File: src/rtl/if_id_buf_pkg.sv
// Shared types and constants for the fetch/decode instruction buffer.
package if_id_buf_pkg;

   localparam int unsigned INST_W     = 32;
   localparam int unsigned ADDR_W     = 32;
   localparam int unsigned INT_W      = 8;
   localparam int unsigned IfBufDepth = 2;

   typedef logic [INST_W-1:0] InstBus;
   typedef logic [ADDR_W-1:0] InstAddrBus;
   typedef logic [INT_W-1:0]  INT_BUS;

   localparam InstBus     INST_NOP = 32'h0000_0013;
   localparam InstAddrBus ZeroWord = 32'h0000_0000;
   localparam INT_BUS     INT_NONE = 8'h00;

   typedef struct packed {
      InstBus     inst;
      InstAddrBus addr;
      INT_BUS     int_flag;
   } if_entry_t;

endpackage

File: src/rtl/if_id_buf_if.sv
// Fetch-side and decode-side handshake bundle of the instruction buffer.
interface if_id_buf_if
   import if_id_buf_pkg::*;
#(
   parameter int unsigned DEPTH = IfBufDepth
) ();
   localparam int unsigned CNT_W = $clog2(DEPTH + 1);

   logic             in_valid;
   logic             in_ready;
   InstBus           in_inst;
   InstAddrBus       in_addr;
   INT_BUS           in_int_flag;
   logic             out_valid;
   logic             out_ready;
   logic             hold;
   logic             flush;
   InstBus           out_inst;
   InstAddrBus       out_addr;
   INT_BUS           out_int_flag;
   logic [CNT_W-1:0] count;

   modport master (
      output in_valid, in_inst, in_addr, in_int_flag, out_ready, hold, flush,
      input  in_ready, out_valid, out_inst, out_addr, out_int_flag, count
   );

   modport slave (
      input  in_valid, in_inst, in_addr, in_int_flag, out_ready, hold, flush,
      output in_ready, out_valid, out_inst, out_addr, out_int_flag, count
   );
endinterface

File: src/rtl/if_id_buf.sv
// Elastic circular instruction buffer between fetch and decode; empty
// buffer presents a NOP bubble to decode.
module if_id_buf
   import if_id_buf_pkg::*;
#(
   parameter int unsigned DEPTH = IfBufDepth
) (
   input logic        clk,
   input logic        rst,
   if_id_buf_if.slave bus
);
   localparam int unsigned PTR_W = $clog2(DEPTH);
   localparam int unsigned CNT_W = $clog2(DEPTH + 1);

   if_entry_t        mem [DEPTH];
   logic [PTR_W-1:0] wr_ptr;
   logic [PTR_W-1:0] rd_ptr;
   logic [CNT_W-1:0] count;
   logic             full;
   logic             empty;
   logic             push;
   logic             pop;

   assign full  = (count == CNT_W'(DEPTH));
   assign empty = (count == '0);
   assign push  = bus.in_valid & ~full;
   assign pop   = ~empty & bus.out_ready & ~bus.hold;

   // Pointers wrap naturally because DEPTH is a power of two.
   always_ff @(posedge clk or posedge rst) begin
      if (rst) begin
         wr_ptr <= '0;
         rd_ptr <= '0;
         count  <= '0;
      end else if (bus.flush) begin
         wr_ptr <= '0;
         rd_ptr <= '0;
         count  <= '0;
      end else begin
         if (push) wr_ptr <= wr_ptr + PTR_W'(1);
         if (pop)  rd_ptr <= rd_ptr + PTR_W'(1);
         if (push && !pop)      count <= count + CNT_W'(1);
         else if (pop && !push) count <= count - CNT_W'(1);
      end
   end

   // Storage is deliberately left out of reset.
   always_ff @(posedge clk) begin
      if (push && !bus.flush) begin
         mem[wr_ptr] <= '{inst: bus.in_inst, addr: bus.in_addr, int_flag: bus.in_int_flag};
      end
   end

   assign bus.in_ready     = ~full;
   assign bus.out_valid    = ~empty;
   assign bus.count        = count;
   assign bus.out_inst     = empty ? INST_NOP : mem[rd_ptr].inst;
   assign bus.out_addr     = empty ? ZeroWord : mem[rd_ptr].addr;
   assign bus.out_int_flag = empty ? INT_NONE : mem[rd_ptr].int_flag;

endmodule

File: src/flat_wrapper.sv
// flat-port wrapper written by rule: the top's interface ports become plain ports
module if_id_buf_flat import if_id_buf_pkg::*;
#(
   parameter int unsigned DEPTH = IfBufDepth
)
  (clk, rst, bus_in_valid, bus_in_inst, bus_in_addr, bus_in_int_flag, bus_out_ready, bus_hold, bus_flush, bus_in_ready, bus_out_valid, bus_out_inst, bus_out_addr, bus_out_int_flag, bus_count);
  if_id_buf_if #(.DEPTH(DEPTH)) bus_i ();
  input logic clk;
  input logic rst;
  input wire logic [$bits(bus_i.in_valid)-1:0] bus_in_valid;
  input wire logic [$bits(bus_i.in_inst)-1:0] bus_in_inst;
  input wire logic [$bits(bus_i.in_addr)-1:0] bus_in_addr;
  input wire logic [$bits(bus_i.in_int_flag)-1:0] bus_in_int_flag;
  input wire logic [$bits(bus_i.out_ready)-1:0] bus_out_ready;
  input wire logic [$bits(bus_i.hold)-1:0] bus_hold;
  input wire logic [$bits(bus_i.flush)-1:0] bus_flush;
  output wire logic [$bits(bus_i.in_ready)-1:0] bus_in_ready;
  output wire logic [$bits(bus_i.out_valid)-1:0] bus_out_valid;
  output wire logic [$bits(bus_i.out_inst)-1:0] bus_out_inst;
  output wire logic [$bits(bus_i.out_addr)-1:0] bus_out_addr;
  output wire logic [$bits(bus_i.out_int_flag)-1:0] bus_out_int_flag;
  output wire logic [$bits(bus_i.count)-1:0] bus_count;
  assign bus_i.in_valid = bus_in_valid;
  assign bus_i.in_inst = bus_in_inst;
  assign bus_i.in_addr = bus_in_addr;
  assign bus_i.in_int_flag = bus_in_int_flag;
  assign bus_i.out_ready = bus_out_ready;
  assign bus_i.hold = bus_hold;
  assign bus_i.flush = bus_flush;
  assign bus_in_ready = bus_i.in_ready;
  assign bus_out_valid = bus_i.out_valid;
  assign bus_out_inst = bus_i.out_inst;
  assign bus_out_addr = bus_i.out_addr;
  assign bus_out_int_flag = bus_i.out_int_flag;
  assign bus_count = bus_i.count;
  if_id_buf #(.DEPTH(DEPTH)) u_core (.clk(clk), .rst(rst), .bus(bus_i));
endmodule
File: config.mk
export PLATFORM = sky130hd
export DESIGN_NAME = if_id_buf_flat
export DESIGN_NICKNAME = d
export VERILOG_FILES = /design/src/rtl/if_id_buf_pkg.sv /design/src/rtl/if_id_buf_if.sv /design/src/rtl/if_id_buf.sv /design/src/flat_wrapper.sv
export SDC_FILE = /design/constraint.sdc
export NUM_CORES = 1
export LEC_CHECK = 0
export BUFFER_PORTS_ARGS = -buffer_cell sky130_fd_sc_hd__buf_2
export CAP_MARGIN = 20
export CORE_ASPECT_RATIO = 0.7
export CORE_UTILIZATION = 45
export CTS_BUF_LIST = sky130_fd_sc_hd__clkbuf_8 sky130_fd_sc_hd__clkbuf_16
export DETAILED_ROUTE_END_ITERATION = 12
export PLACE_DENSITY_LB_ADDON = 0.2
export SYNTH_ARGS = -nofsm -noshare
export SYNTH_HDL_FRONTEND = slang
export SYNTH_SLANG_ARGS = --single-unit
File: constraint.sdc
create_clock -name clk -period 12.65 [get_ports clk]
set_clock_uncertainty 0.2 [all_clocks]
set_input_delay 3.795 -clock clk [delete_from_list [all_inputs] [get_ports clk]]
set_output_delay 3.795 -clock clk [all_outputs]
set_load 0.1 [all_outputs]
==> results.sh <==
export IMPL_clock_latency_ps=400
export IMPL_areaGrowthSynthToFinish_pct=26.6
export IMPL_hold_path_class="reg2reg"
export IMPL_cts_resized=0
export IMPL_num_rows=33
export IMPL_syn_nets=411
export IMPL_core_um2=12000
export IMPL_cap_violations=0
export IMPL_finalInstanceArea_um2=7140
export IMPL_tightest_slew_ps=822
export IMPL_die_y_um=95.7
export IMPL_place_area_um2=6580
export IMPL_startpoint_type="register"
export IMPL_ant_nets=0
export IMPL_drv_slew=0
export IMPL_max_freq_mhz=150
export IMPL_numCtsBuffers=17
export IMPL_gp_congestion=0.734
export IMPL_cts_root_buf="clkbuf_16"
export IMPL_hold_buffers=0
export IMPL_yosysUniqueCellTypes=21
export IMPL_cts_tree="done"
export IMPL_p_total_mw=1.27
export IMPL_htree_levels=4
export IMPL_io_buffers=153
export IMPL_setup_violations=0
export IMPL_cp_arrival_ps=2690
export IMPL_drt_iter0_drc=195
export IMPL_dp_hpwl_um=6680
export IMPL_cp_required_ps=8650
export IMPL_rsz0062_at_grt="no"
export IMPL_worstSetupEndpointType="output pin"
export IMPL_path_class="reg2out"
export IMPL_dieWidth_um=136
export IMPL_antenna_found_initial=0
export IMPL_clock_path_buffers=2
export IMPL_num_vias=3245
export IMPL_wl_um=10600
export IMPL_min_period_ps=6680
export IMPL_drc_errors=0
export IMPL_numClockSinks=148
export IMPL_grt_remaining_overflow=0
export IMPL_outcome="finished, final reports clean"
export IMPL_first_pass_iters=4
export IMPL_cp_max_fo=39
export IMPL_fin_crit_sh=0.528
export IMPL_slew_headroom=0.450
export IMPL_ys_seq_area_frac=0.784
export IMPL_syn_area_um2=5640
export IMPL_syn_instance_count=333
export IMPL_grt_max_degree=45
export IMPL_ir_worst_vdd_v=0.000127
export IMPL_dieArea_um2=13000
export IMPL_hold_violations=0
export IMPL_grt_pass1_wl_um=15900
export IMPL_leakagePower_nw=2.68
export IMPL_initial_core_util=0.471
export IMPL_ys_seq_elements=148
export IMPL_power_per_cell_area_nw_per_um2=177
export IMPL_layout_drive_gt1_share=0.377
export IMPL_grt_pass1_vias=3224
export IMPL_cts_setup_buffers=0
export IMPL_grt_total_usage=0.169
export IMPL_synth_avg_cell_area_um2=16.9
export IMPL_wl_per_cell_um=15.9
export IMPL_setup_tns_final_ps=0
export IMPL_ys_warn_count=0
export IMPL_clk_pin_slew_ps=60
export IMPL_viasPerCell=4.87
export IMPL_fin_nets=574
export IMPL_boundaryPins=154
==> critical path: stages (launching register included) <==
cell     delay [ps]
dfrtp_4         830
buf_4           660
mux2i_1         160
nor2_1          160
buf_2           450
==> synth_stat cells, drive strengths merged <==
cell	count	area share
clkbuf	5	0.0033
nand2	5	0.0033
or3	2	0.0022
buf	10	0.012
nor3	1	0.00089
nor3b	2	0.0027
nand3	1	0.00089
and3b	1	0.0016
a21oi	4	0.0035
edfxtp	144	0.77
dfrtp	4	0.018
o211ai	1	0.0013
nor2b	2	0.0022
mux2i	72	0.13
inv	4	0.0027
o21ai	3	0.0027
a31oi	1	0.0011
nand2b	1	0.0011
nor2	70	0.047
==> final cells by class <==
cell class	count	area, µm²
clock inverters	15	131
flip-flops and latches	148	4430
well taps	157	196
clock buffers	17	425
repair buffers	159	811
inverters	4	15.0
fillers	959	4830
multi-input cells	166	1130
diodes	1	2.50
==> power breakdown <==
group          leakage (nW)  internal (mW)  switching, mW
combinational          1.06         0.0390          0.197
clock                 0.255          0.271          0.194
sequential             1.37          0.559        0.00797
total                  2.68          0.869          0.399
==> cells in the final DEF (no fill, tap or decap), drive strengths merged, types with 4 or more instances in the layout <==
master,synthesis,layout
nand2,5,5
nor2,70,70
a21oi,4,4
clkinvlp,0,5
dfrtp,4,4
edfxtp,144,144
clkinv,0,6
buf,10,159
mux2i,72,72
inv,4,7
clkbuf,5,17
==> logic make-up after synthesis <==
| group | synth area share |
|---|---|
| flops | 0.784 |
| simple gates | 0.0618 |
| mux | 0.128 |
| buf+inv | 0.0180 |
| compound gates | 0.00865 |
==> worst paths after layout <==
path	from	endpoint	slack (ps)	depth (start not counted)
min reg2reg	u_core.wr_ptr$_DFFE_PP0P_	u_core.wr_ptr$_DFFE_PP0P_	410	2
min in group asynchronous	rst	u_core.bus.count[0]$_DFFE_PP0P_	3070	2
max reg2reg	u_core.bus.count[0]$_DFFE_PP0P_	u_core.rd_ptr$_DFFE_PP0P_	10380	4
min	u_core.wr_ptr$_DFFE_PP0P_	u_core.wr_ptr$_DFFE_PP0P_	410	2
max in group asynchronous	rst	u_core.rd_ptr$_DFFE_PP0P_	9010	2
max	u_core.rd_ptr$_DFFE_PP0P_	bus_out_addr[23]	5970	4
==> routing by layer <==
layer	global-route usage	part of all wire
met1	0.215	0.45
met2	0.260	0.45
met3	0.0706	0.088
met4	0.0639	0.0099
met5	0	0
==> through the flow <==
stage	instances	utilization	hold WS (ps)	setup WS, ps
global placement	634	0.550	369	6350
detailed placement	634	0.550	396	6360
CTS	666	0.596	408	5910
global route	666	0.596	456	5800
floorplan	333	-	294	2690
finish	667	0.597	414	5970
==> flip-flops by register name (all words and copies together) (netlist names) <==
| register | count |
|---|---|
| u_core.mem | 144 |
| u_core.bus.count | 2 |
| u_core.rd_ptr | 1 |
| u_core.wr_ptr | 1 |
No activity file was read; power rests on OpenSTA's default activity.
